<file path="src/rtl/gyro_pkg.sv">
// rtl/gyro_pkg.sv - shared states and constants for the gyro SPI burst reader
package gyro_pkg;
   typedef enum logic [2:0] {IDLE, CS_SETUP, XFER, CS_HOLD, DONE} gyro_state_t;

   localparam logic [7:0] READ_FLAG   = 8'h80;
   localparam logic [7:0] GYRO_XOUT_H = 8'h43;
   localparam int         GYRO_BYTES  = 6;
   localparam int         FRAME_BITS  = 56;
endpackage

</file>
<file path="src/rtl/spi_mode3_shifter.sv">
// rtl/spi_mode3_shifter.sv - mode-3 SPI bit engine: one command byte out, GYRO_BYTES data bytes in
module spi_mode3_shifter
   import gyro_pkg::*;
#(
   parameter int CLK_DIV = 50
) (
   input  logic                    clk,
   input  logic                    rst,
   input  logic                    start,
   input  logic [7:0]              cmd,
   input  logic                    spi_miso,
   output logic                    spi_sclk,
   output logic                    spi_mosi,
   output logic [GYRO_BYTES*8-1:0] rx_data,
   output logic                    done
);
   localparam int DW = $clog2(CLK_DIV);
   localparam int BW = $clog2(FRAME_BITS + 1);
   localparam logic [DW-1:0] DIV_LAST  = DW'(CLK_DIV - 1);
   localparam logic [BW-1:0] BITS_LAST = BW'(FRAME_BITS);

   logic                  active;
   logic [DW-1:0]         div_cnt;
   logic [BW-1:0]         bit_cnt;
   logic [FRAME_BITS-1:0] tx_sreg;
   logic                  phase_end;

   assign phase_end = active && (div_cnt == DIV_LAST);
   // done fires at the end of the high phase that follows the last rising edge
   assign done      = phase_end && spi_sclk && (bit_cnt == BITS_LAST);

   always_ff @(posedge clk or posedge rst) begin
      if (rst) begin
         active   <= 1'b0;
         div_cnt  <= '0;
         bit_cnt  <= '0;
         tx_sreg  <= '0;
         rx_data  <= '0;
         spi_sclk <= 1'b1;
         spi_mosi <= 1'b0;
      end else if (start) begin
         active   <= 1'b1;
         div_cnt  <= '0;
         bit_cnt  <= '0;
         spi_sclk <= 1'b0;
         spi_mosi <= cmd[7];
         tx_sreg  <= {cmd[6:0], {(FRAME_BITS - 7){1'b0}}};
      end else if (active) begin
         if (phase_end) begin
            div_cnt <= '0;
            if (!spi_sclk) begin
               // 56 bits pass through a 48-bit register, so the command-byte echo falls off the top
               spi_sclk <= 1'b1;
               rx_data  <= {rx_data[GYRO_BYTES*8-2:0], spi_miso};
               bit_cnt  <= bit_cnt + 1'b1;
            end else if (done) begin
               active   <= 1'b0;
               spi_mosi <= 1'b0;
            end else begin
               spi_sclk <= 1'b0;
               spi_mosi <= tx_sreg[FRAME_BITS-1];
               tx_sreg  <= {tx_sreg[FRAME_BITS-2:0], 1'b0};
            end
         end else begin
            div_cnt <= div_cnt + 1'b1;
         end
      end
   end
endmodule

</file>
<file path="src/rtl/gyro_spi_reader.sv">
// rtl/gyro_spi_reader.sv - periodic SPI burst read of IMU gyro rates into registered gx/gy/gz
module gyro_spi_reader
   import gyro_pkg::*;
#(
   parameter int         CLK_DIV       = 50,
   parameter int         SAMPLE_PERIOD = 100000,
   parameter logic [7:0] START_REG     = GYRO_XOUT_H
) (
   input  logic        clk_100mhz,
   input  logic        rst_in,
   input  logic        enable,
   input  logic        spi_miso,
   output logic        spi_sclk,
   output logic        spi_cs_n,
   output logic        spi_mosi,
   output logic [15:0] gx,
   output logic [15:0] gy,
   output logic [15:0] gz,
   output logic        valid,
   output logic        busy,
   output logic        overrun
);
   localparam int TW = $clog2(SAMPLE_PERIOD);
   localparam int DW = $clog2(CLK_DIV);
   localparam logic [TW-1:0] TICK_AT  = TW'(SAMPLE_PERIOD - 1);
   localparam logic [DW-1:0] DIV_LAST = DW'(CLK_DIV - 1);

   gyro_state_t             state, state_next;
   logic [TW-1:0]           timer;
   logic [DW-1:0]           wait_cnt, wait_cnt_next;
   logic                    tick, shift_start, shift_done;
   logic [GYRO_BYTES*8-1:0] rx_data;

   assign tick = enable && (timer == TICK_AT);
   assign busy = ~spi_cs_n;

   spi_mode3_shifter #(.CLK_DIV(CLK_DIV)) u_shifter (
      .clk      (clk_100mhz),
      .rst      (rst_in),
      .start    (shift_start),
      .cmd      (START_REG | READ_FLAG),
      .spi_miso (spi_miso),
      .spi_sclk (spi_sclk),
      .spi_mosi (spi_mosi),
      .rx_data  (rx_data),
      .done     (shift_done)
   );

   always_ff @(posedge clk_100mhz or posedge rst_in) begin
      if (rst_in) begin
         timer <= '0;
      end else if (!enable || tick) begin
         timer <= '0;
      end else begin
         timer <= timer + 1'b1;
      end
   end

   always_comb begin
      state_next    = state;
      wait_cnt_next = wait_cnt;
      shift_start   = 1'b0;
      case (state)
         IDLE: begin
            if (tick) begin
               state_next    = CS_SETUP;
               wait_cnt_next = '0;
            end
         end
         CS_SETUP: begin
            if (wait_cnt == DIV_LAST) begin
               state_next  = XFER;
               shift_start = 1'b1;
            end else begin
               wait_cnt_next = wait_cnt + 1'b1;
            end
         end
         XFER: begin
            if (shift_done) begin
               state_next    = CS_HOLD;
               wait_cnt_next = '0;
            end
         end
         CS_HOLD: begin
            if (wait_cnt == DIV_LAST) begin
               state_next = DONE;
            end else begin
               wait_cnt_next = wait_cnt + 1'b1;
            end
         end
         DONE:    state_next = IDLE;
         default: state_next = IDLE;
      endcase
   end

   always_ff @(posedge clk_100mhz or posedge rst_in) begin
      if (rst_in) begin
         state    <= IDLE;
         wait_cnt <= '0;
         spi_cs_n <= 1'b1;
         gx       <= '0;
         gy       <= '0;
         gz       <= '0;
         valid    <= 1'b0;
         overrun  <= 1'b0;
      end else begin
         state    <= state_next;
         wait_cnt <= wait_cnt_next;
         spi_cs_n <= !(state_next inside {CS_SETUP, XFER, CS_HOLD});
         valid    <= (state == DONE);
         overrun  <= tick && (state != IDLE);
         if (state == DONE) begin
            gx <= rx_data[47:32];
            gy <= rx_data[31:16];
            gz <= rx_data[15:0];
         end
      end
   end
endmodule

</file>
<file path="config.mk">
export PLATFORM = sky130hd
export DESIGN_NAME = gyro_spi_reader
export DESIGN_NICKNAME = d
export VERILOG_FILES = /design/src/rtl/gyro_pkg.sv /design/src/rtl/spi_mode3_shifter.sv /design/src/rtl/gyro_spi_reader.sv
export SDC_FILE = /design/constraint.sdc
export NUM_CORES = 1
export LEC_CHECK = 0
export ABC_AREA = 1
export CORE_ASPECT_RATIO = 1.1
export CORE_MARGIN = 8
export CORE_UTILIZATION = 30
export CTS_CLUSTER_DIAMETER = 120
export DETAILED_ROUTE_END_ITERATION = 12
export MAX_ROUTING_LAYER = met4
export SLEW_MARGIN = 20
export SYNTH_ARGS = -nofsm -noshare
export SYNTH_HDL_FRONTEND = slang
export SYNTH_SLANG_ARGS = --single-unit
</file>
<file path="constraint.sdc">
create_clock -name clk_100mhz -period 9.65 [get_ports clk_100mhz]
set_input_delay 0.965 -clock clk_100mhz [delete_from_list [all_inputs] [get_ports clk_100mhz]]
set_output_delay 0.965 -clock clk_100mhz [all_outputs]
set_load 0.005 [all_outputs]
</file>
==> results of run 1 <==
## power groups by stage
stage          combinational (W)  sequential (W)  clock, W
6_report               0.0000166        0.000618  0.000634
2_1_floorplan          0.0000118        0.000630         0
5_1_grt                0.0000203        0.000618  0.000677
3_3_place_gp           0.0000178        0.000630         0
3_5_place_dp           0.0000180        0.000630         0
4_1_cts                0.0000180        0.000618  0.000651
## stage by stage
| stage | hold slack, ps | setup slack, ps | total power [W] | instance area, µm² | util [%] |
|---|---|---|---|---|---|
| 6_report | 483 | 7160 | 0.00127 | 7580 | 37.0 |
| 4_1_cts | 484 | 7120 | 0.00129 | 7580 | 37.0 |
| 3_5_place_dp | 466 | 6760 | 0.000648 | 7020 | 34.2 |
| 5_1_grt | 502 | 7020 | 0.00132 | 7580 | 37.0 |
| 2_1_floorplan | 431 | 4740 | 0.000641 | 6240 | - |
| 3_3_place_gp | 464 | 6750 | 0.000648 | 7020 | 34.2 |
## kinds of logic after synthesis
group / Yosys count
AND/OR/NAND/NOR: 282
flip-flops: 147
adder cells (fa/ha/maj): 7
AO/OA/AOI/OAI: 130
XOR/XNOR: 10
buffers and inverters: 115
## sequential cells by signal, indices dropped and copies added, names as in the netlist
signal / count
wait_cnt: 6
gz: 16
gx: 16
u_shifter.div_cnt: 6
state: 3
valid: 1
u_shifter.active: 1
spi_cs_n: 1
overrun: 1
u_shifter.tx_sreg: 7
u_shifter.spi_sclk: 1
u_shifter.rx_data: 48
u_shifter.spi_mosi: 1
timer: 17
gy: 16
u_shifter.bit_cnt: 6
## synthesized netlist by cell type (all sizes together), types with 2 or more instances
library cell	n
nand2	163
dfrtp	145
o21ai	110
inv	93
nor2	56
nand3	33
buf	16
nor3	13
a21oi	11
xor2	10
nand4	8
ha	7
clkbuf	6
o22ai	6
nor3b	5
or2	4
dfstp	2
## per-layer routing
| metal | global-route usage, % | wire length, µm | vias to the layer above |
|---|---|---|---|
| met4 | 4.22 | 162 | 0 |
| met2 | 15.8 | 5580 | 73 |
| li1 | - | - | 2316 |
| met1 | 12.5 | 5950 | 2116 |
| met3 | 2.63 | 477 | 13 |
| met5 | - | 0 | - |
## cell type report
type / instances / area share, %
Clock buffer: 17 / 5.61
Clock inverter: 15 / 1.90
Timing Repair Buffer: 59 / 7.72
Sequential cell: 147 / 48.5
Multi-Input combinational cell: 429 / 27.4
Tap cell: 256 / 4.22
Inverter: 93 / 4.67
## path summary, 6_finish.rpt
path	to	slack, ps	start	depth (start not counted)
max	spi_sclk	7160	u_shifter.spi_sclk$_DFFE_PP1P_	1
min	gx[15]$_DFFE_PP0P_	480	gx[15]$_DFFE_PP0P_	2
max reg2reg	u_shifter.rx_data[43]$_DFFE_PP0P_	7510	u_shifter.div_cnt[1]$_DFFE_PP0N_	8
min reg2reg	gx[15]$_DFFE_PP0P_	480	gx[15]$_DFFE_PP0P_	2
max in group asynchronous	u_shifter.rx_data[14]$_DFFE_PP0P_	7340	rst_in	3
min in group asynchronous	valid$_DFF_PP0_	1040	rst_in	2
==> results.toml, run 1 <==
[floorplan]
dieArea_um2 = 25700
ioPinCount = 58
core_um2 = 20500
die_w_um = 154
rows = 55
fp.dieH_um = 167
start_util_pct = 30.4

[clock_tree]
post-cts-setup-buffers = 0
cts_resized = 0
insertion_delay_ps = 420
htree_levels = 4
cts_hold_buf = 0
root_buffer = "clkbuf_16"
cts.clk_slew.worst_paths_ps = 60
numCtsBuffers = 17
cts_tree = "done"
cts_buffer_depth = 2
cts_sinks = 147

[worst_setup_path]
path_max_fanout = 5
worstSetupPathType = "reg -> out"
crit_path_start_kind = "flip-flop"
arrival_ps = 1530
cp_data_required_time_ps = 8690
end_kind = "output port"
crit_chain = "clkdlybuf4s50_1"
cpMaxStageDelayCell = "dfstp_2"
path_buf_inv = 1
critPathMaxStageDelay_ps = 590
crit_family = "flip-flops"

[finish]
diodes = 0
seqCellArea_um2 = 3680
fin_cells = 1016
final_cell_mix = "nand2_1, dfrtp_1, inv_1, o21ai_0, clkdlybuf4s50_1"
nNetsFinal = 758
layout-area-overhead-vs-synth_pct = 21.5
multi_input_area_um2 = 2070
final_common_cell = "nand2_1"
drive_gt1_share_pct = 7.76
fillCellCount = 2072

[drt]
vias = 4518
wl_per_cell_um = 12.0
wl_um = 12200
vias_per_cell = 4.45
drc = 0
drt_iter0_markers = 225
dr.pass1.iters = 7
postRouteAntennaNets = 0

[power_and_ir_drop]
p_seq_share_pct = 48.7
p_sw_w = 0.000288
power_density_nw_per_um2 = 167
power.clock.fraction_pct = 50.0
combPwrFrac_pct = 1.3
p_leak_nw = 3.25
peakVddDrop_uv = 86.7
p_int_w = 0.000981
swShare_pct = 22.7

[synth]
synth_top_family_by_area = "simple AND/OR/NAND/NOR gates"
synth_area_um2 = 6240
ys_warn_count = 0
syn-instance-count = 691
synth_fa_ha_area_share_pct = 1.40
ys_ff_latch = 147
synth_top_cell_by_area = "dfrtp_1"
synth_area_per_cell_um2 = 9.03
synthMuxAreaShare_pct = 0
synth_compound_area_share_pct = 10.9
syn-num-nets = 702
synth_top_cell_area_share_pct = 58.1
ys.flop_type = "dfrtp_1"
ys_top_cells_by_area = "dfrtp_1, nand2_1, inv_1"
synth_simple_gate_area_share_pct = 19.5
synth_cell_types = 33
synth_edf_count = 0
synth-async-reset-ratio_pct = 100
seq_area_frac_synth_pct = 59.0
synth-xor-area-share_pct = 1.40

[grt]
track_usage_pct = 10.2
grt_overflow = 0
grt_max_degree = 97
antenna_found_initial = 0
grt_pass1_wl_um = 21300
first_global_vias = 4448

[status]
status = "completed"

[min_path]
hp-class = "reg -> reg"

[placement]
portBuffers = 57
hpwlAfterDp_um = 7990
gp_congestion = 0.783
dpl.cell_count = 984

[sta]
fmax_mhz = 401
finalSetupViolations = 0
worst_slew_pin_slew_ps = 924
rsz0062_at_grt = "false"
skew_ps = 11.0
fin_crit_sh_pct = 25.8
min_period_ps = 2490
final_max_slew_viol_count = 0
hold_viol = 0
slew-limit-headroom_pct = 38.4
tns_ps = 0

[job]
maxCapViolCount = 0
Power figures use the tool's default switching activity.
==> run 2: changes to the inputs <==
- clock period: 9.65 -> 2.3 ns (I/O delays scaled with it)
==> results.toml, run 2 (synthesis gave the netlist of run 1 again) <==
[worst_setup_path]
cpMaxStageDelayCell = "dfrtp_1"
worstSetupPathType = "reg -> reg"
critPathMaxStageDelay_ps = 410
crit_chain = "inv_1 > ha_1 > nand2_1 > nor2_2 > nand2_4 > nand2_4 > buf_4 > nand2_1 > o21ai_1"
path_max_fanout = 28
arrival_ps = 2170
r2r_cells = 9
cp_data_required_time_ps = 2640
crit_path_start_kind = "flip-flop"
end_kind = "flip-flop"

[clock_tree]
htree_levels = 4
cts_resized = 0
cts_hold_buf = 0
cts_tree = "done"
insertion_delay_ps = 410
post-cts-setup-buffers = 0
numCtsBuffers = 17
cts.clk_slew.worst_paths_ps = 60
cts_buffer_depth = 2
root_buffer = "clkbuf_16"
cts_sinks = 147

[floorplan]
ioPinCount = 58
start_util_pct = 30.4
core_um2 = 20500
fp.dieH_um = 167
rows = 55
die_w_um = 154
dieArea_um2 = 25700

[grt]
first_global_vias = 4510
grt_overflow = 0
track_usage_pct = 10.8
grt_max_degree = 105
grt_pass1_wl_um = 22300
antenna_found_initial = 0

[power_and_ir_drop]
p_leak_nw = 3.27
power_density_nw_per_um2 = 700
peakVddDrop_uv = 402

[sta]
final_max_slew_viol_count = 0
fmax_mhz = 546
slew-limit-headroom_pct = 52.0
skew_ps = 9.04
worst_slew_pin_slew_ps = 719
fin_crit_sh_pct = 79.6
worst_slack_ps = 470
finalSetupViolations = 0
tns_ps = 0
hold_viol = 0
min_period_ps = 1830
rsz0062_at_grt = "false"

[status]
status = "completed"

[finish]
nNetsFinal = 761
fin_area_um2 = 7650
fillCellCount = 2077
largest_reg_flops = 48
diodes = 0
final_cell_mix = "nand2_1, dfrtp_1, inv_1, o21ai_0, clkdlybuf4s50_1"
multi_input_area_um2 = 2070
largest_register = "u_shifter.rx_data"
fin_cells = 1019
final_common_cell = "nand2_1"
layout-area-overhead-vs-synth_pct = 22.6
seqCellArea_um2 = 3680
drive_gt1_share_pct = 7.73
reg_top3 = "u_shifter.rx_data: 48 flops, timer: 17 flops"
fin_util_pct = 37.3

[drt]
dr.pass1.iters = 4
vias_per_cell = 4.44
drt_iter0_markers = 289
vias = 4524
wl_per_cell_um = 12.2
postRouteAntennaNets = 0
wl_um = 12400
drc = 0

[min_path]
hp-class = "in -> async"

[placement]
dpl_cell_area_um2 = 7070
gp_congestion = 0.838
hpwlAfterDp_um = 8480
dp_slack_ps = 482
dpl.cell_count = 987
portBuffers = 57

[job]
maxCapViolCount = 0
## run 2: final timing paths
path / from / end / slack, ps
min in group clk_100mhz: spi_miso / u_shifter.rx_data[0]$_DFFE_PP0P_ / 410
worst max-delay path: wait_cnt[1]$_DFFE_PP0P_ / u_shifter.rx_data[12]$_DFFE_PP0P_ / 470
worst min-delay path: rst_in / gx[6]$_DFFE_PP0P_ / 310
worst min register to register: gx[15]$_DFFE_PP0P_ / gx[15]$_DFFE_PP0P_ / 470
max in group asynchronous: rst_in / u_shifter.div_cnt[2]$_DFFE_PP0N_ / 1510
worst max register to register: wait_cnt[1]$_DFFE_PP0P_ / u_shifter.rx_data[12]$_DFFE_PP0P_ / 470
## run 2: report_power, final
part           switching, W  leakage [nW]  total [W]  internal (W)
Combinational     0.0000603          1.02  0.0000745     0.0000142
Clock               0.00105         0.262    0.00268       0.00163
Sequential       0.00000403          1.98    0.00260       0.00259
Total               0.00112          3.27    0.00535       0.00424
## run 2: critical path, delay by kind of cell (launching register included)
kind / cells / cell delay (ps)
buffers and inverters: 2 / 370
AND/OR/NAND/NOR: 5 / 740
flip-flops: 1 / 410
AO/OA/AOI/OAI: 1 / 80
adder cells (fa/ha/maj): 1 / 150
## run 2: metrics by stage
| stage | power (W) | hold WS [ps] |
|---|---|---|
| after global routing | 0.00557 | 381 |
| after floorplan | 0.00269 | 381 |
| after global placement | 0.00272 | 444 |
| final | 0.00535 | 313 |
| after detailed placement | 0.00272 | 461 |
| after CTS | 0.00544 | 358 |
## run 2: final cells by class
type	instances	area share [%]
Inverter	93	4.61
Multi-Input combinational cell	429	27.1
Timing Repair Buffer	62	8.44
Sequential cell	147	48.1
Clock inverter	11	1.67
Clock buffer	21	5.89
Tap cell	256	4.19
## run 2: layer usage
layer / GRT usage (%) / part of all wire, % / wire length, µm / vias up
li1: - / - / - / 2317
met1: 13.5 / 48 / 5980 / 2111
met2: 16.3 / 46 / 5730 / 84
met3: 2.99 / 4.3 / 533 / 12
met4: 4.39 / 1.6 / 199 / 0
met5: - / 0 / 0 / -
==> run 3: changes to the inputs <==
- clock period: 2.3 -> 1.9 ns (I/O delays scaled with it)
==> results.toml, run 3 (synthesis gave the netlist of run 1 again) <==
[floorplan]
dieArea_um2 = 25700
die_w_um = 154
core_um2 = 20500
start_util_pct = 30.4
fp.dieH_um = 167
rows = 55
ioPinCount = 58

[drt]
wl_per_cell_um = 12.1
drc = 0
vias = 4549
vias_per_cell = 4.44
wl_um = 12400
postRouteAntennaNets = 0
dr.pass1.iters = 5
drt_iter0_markers = 338

[worst_setup_path]
arrival_ps = 1540
crit_chain = "clkdlybuf4s50_1"
crit_path_start_kind = "flip-flop"
cp_data_required_time_ps = 1710
path_max_fanout = 5
critPathMaxStageDelay_ps = 600
cpMaxStageDelayCell = "dfstp_2"
worstSetupPathType = "reg -> out"
crit_family = "flip-flops"
end_kind = "output port"
path_buf_inv = 1

[finish]
layout-area-overhead-vs-synth_pct = 25.4
largest_reg_flops = 48
drive_gt1_share_pct = 8.72
diodes = 0
fillCellCount = 2060
nNetsFinal = 768
final_cell_mix = "nand2_1, dfrtp_1, inv_1, o21ai_0, clkdlybuf4s50_1"
largest_register = "u_shifter.rx_data"
reg_top3 = "u_shifter.rx_data: 48 flops, timer: 17 flops"
final_common_cell = "nand2_1"

[min_path]
hp-class = "in -> async"

[status]
status = "completed"

[grt]
track_usage_pct = 10.6
grt_overflow = 0
first_global_vias = 4428
grt_max_degree = 75
grt_pass1_wl_um = 21600
antenna_found_initial = 0

[power_and_ir_drop]
p_int_w = 0.00540
p_sw_w = 0.00137
power_density_nw_per_um2 = 864
power.clock.fraction_pct = 51.9
p_leak_nw = 3.38
p_seq_share_pct = 46.4
swShare_pct = 20.2
peakVddDrop_uv = 615
combPwrFrac_pct = 1.6

[clock_tree]
cts_hold_buf = 0
cts_tree = "done"
post-cts-setup-buffers = 0
insertion_delay_ps = 410
htree_levels = 4
cts_buffer_depth = 2
cts_sinks = 147
numCtsBuffers = 17
cts.clk_slew.worst_paths_ps = 60
root_buffer = "clkbuf_16"

[sta]
worst_slew_pin_slew_ps = 578
finalSetupViolations = 0
fin_crit_sh_pct = 91.1
final_max_slew_viol_count = 0
fmax_mhz = 577
rsz0062_at_grt = "false"
hold_viol = 0
hold_ws_ps = 184
min_period_ps = 1730
skew_ps = 6.67
tns_ps = 0
slew-limit-headroom_pct = 61.4

[job]
maxCapViolCount = 0

[placement]
portBuffers = 57
gp_congestion = 0.849
hpwlAfterDp_um = 8680
==> run 3: changes by cell type in the layout (fill, tap and decap cells not counted), sizes merged <==
cell | previous run | this run
buf | 5 | 12
bufinv | 2 | 4
clkbuf | 21 | 18
clkinv | 1 | 5
clkinvlp | 7 | 1
inv | 94 | 95
==> run 3: layout make-up <==
| cell class | instances | area (µm²) | area share, % |
|---|---|---|---|
| inverter | 93 | 353 | 4.51 |
| timing repair buffer | 69 | 773 | 9.88 |
| multi-input combinational | 429 | 2080 | 26.6 |
| clock buffer | 18 | 439 | 5.61 |
| tap | 256 | 320 | 4.09 |
| sequential | 147 | 3680 | 47.0 |
| clock inverter | 12 | 179 | 2.29 |
==> run 3: through the flow <==
step,power (W),setup slack (ps),util [%],instances,area (µm²)
global placement,0.00331,195,35.1,994,7200
floorplan,0.00326,-135,-,691,6250
global route,0.00702,8.78,38.2,1024,7830
detailed placement,0.00332,173,35.1,994,7200
CTS,0.00688,122,38.1,1024,7820
finish,0.00677,168,38.2,1024,7830
==> run 3: worst register-to-register path, cell delays in order (launching register included) <==
cell     delay (ps)
dfrtp_1         390
inv_1            80
ha_1            140
nand2_1          60
nor2_2          130
nand2_2         100
nor2_4          220
nand2_8         150
buf_12          190
nand2_1          70
o21ai_1          70
==> run 3: repair_timing <==
action,CTS,global route
endpoints found under the hold margin,0,0
endpoints found under the setup margin,0,1
resized for setup,0,1
==> run 3: power by group through the flow <==
stage	clock network [W]	logic (W)	registers, W
after detailed placement	0	0.000117	0.00320
after CTS	0.00363	0.000117	0.00314
final	0.00351	0.000110	0.00314
after global routing	0.00375	0.000129	0.00314
after floorplan	0	0.0000606	0.00320
after global placement	0	0.000117	0.00320
==> run 3: final timing paths <==
kind	startpoint	endpoint	slack (ps)	depth (start not counted)
setup reg to reg	u_shifter.div_cnt[1]$_DFFE_PP0N_	u_shifter.rx_data[22]$_DFFE_PP0P_	190	10
setup / recovery	u_shifter.spi_sclk$_DFFE_PP1P_	spi_sclk	170	1
hold / removal	rst_in	gx[4]$_DFFE_PP0P_	180	2
hold reg to reg	timer[0]$_DFF_PP0_	timer[0]$_DFF_PP0_	470	1
max in group asynchronous	rst_in	spi_cs_n$_DFF_PP1_	1110	3
min in group clk_100mhz	spi_miso	u_shifter.rx_data[0]$_DFFE_PP0P_	380	3
==> run 3: per-layer routing <==
metal	vias up	wire length [µm]	share of wire (%)	track usage, %
li1	2339	-	-	-
met4	0	169	1.4	4.22
met1	2111	5770	46	12.9
met2	84	5930	48	16.4
met3	15	546	4.4	2.96
met5	-	0	0	-
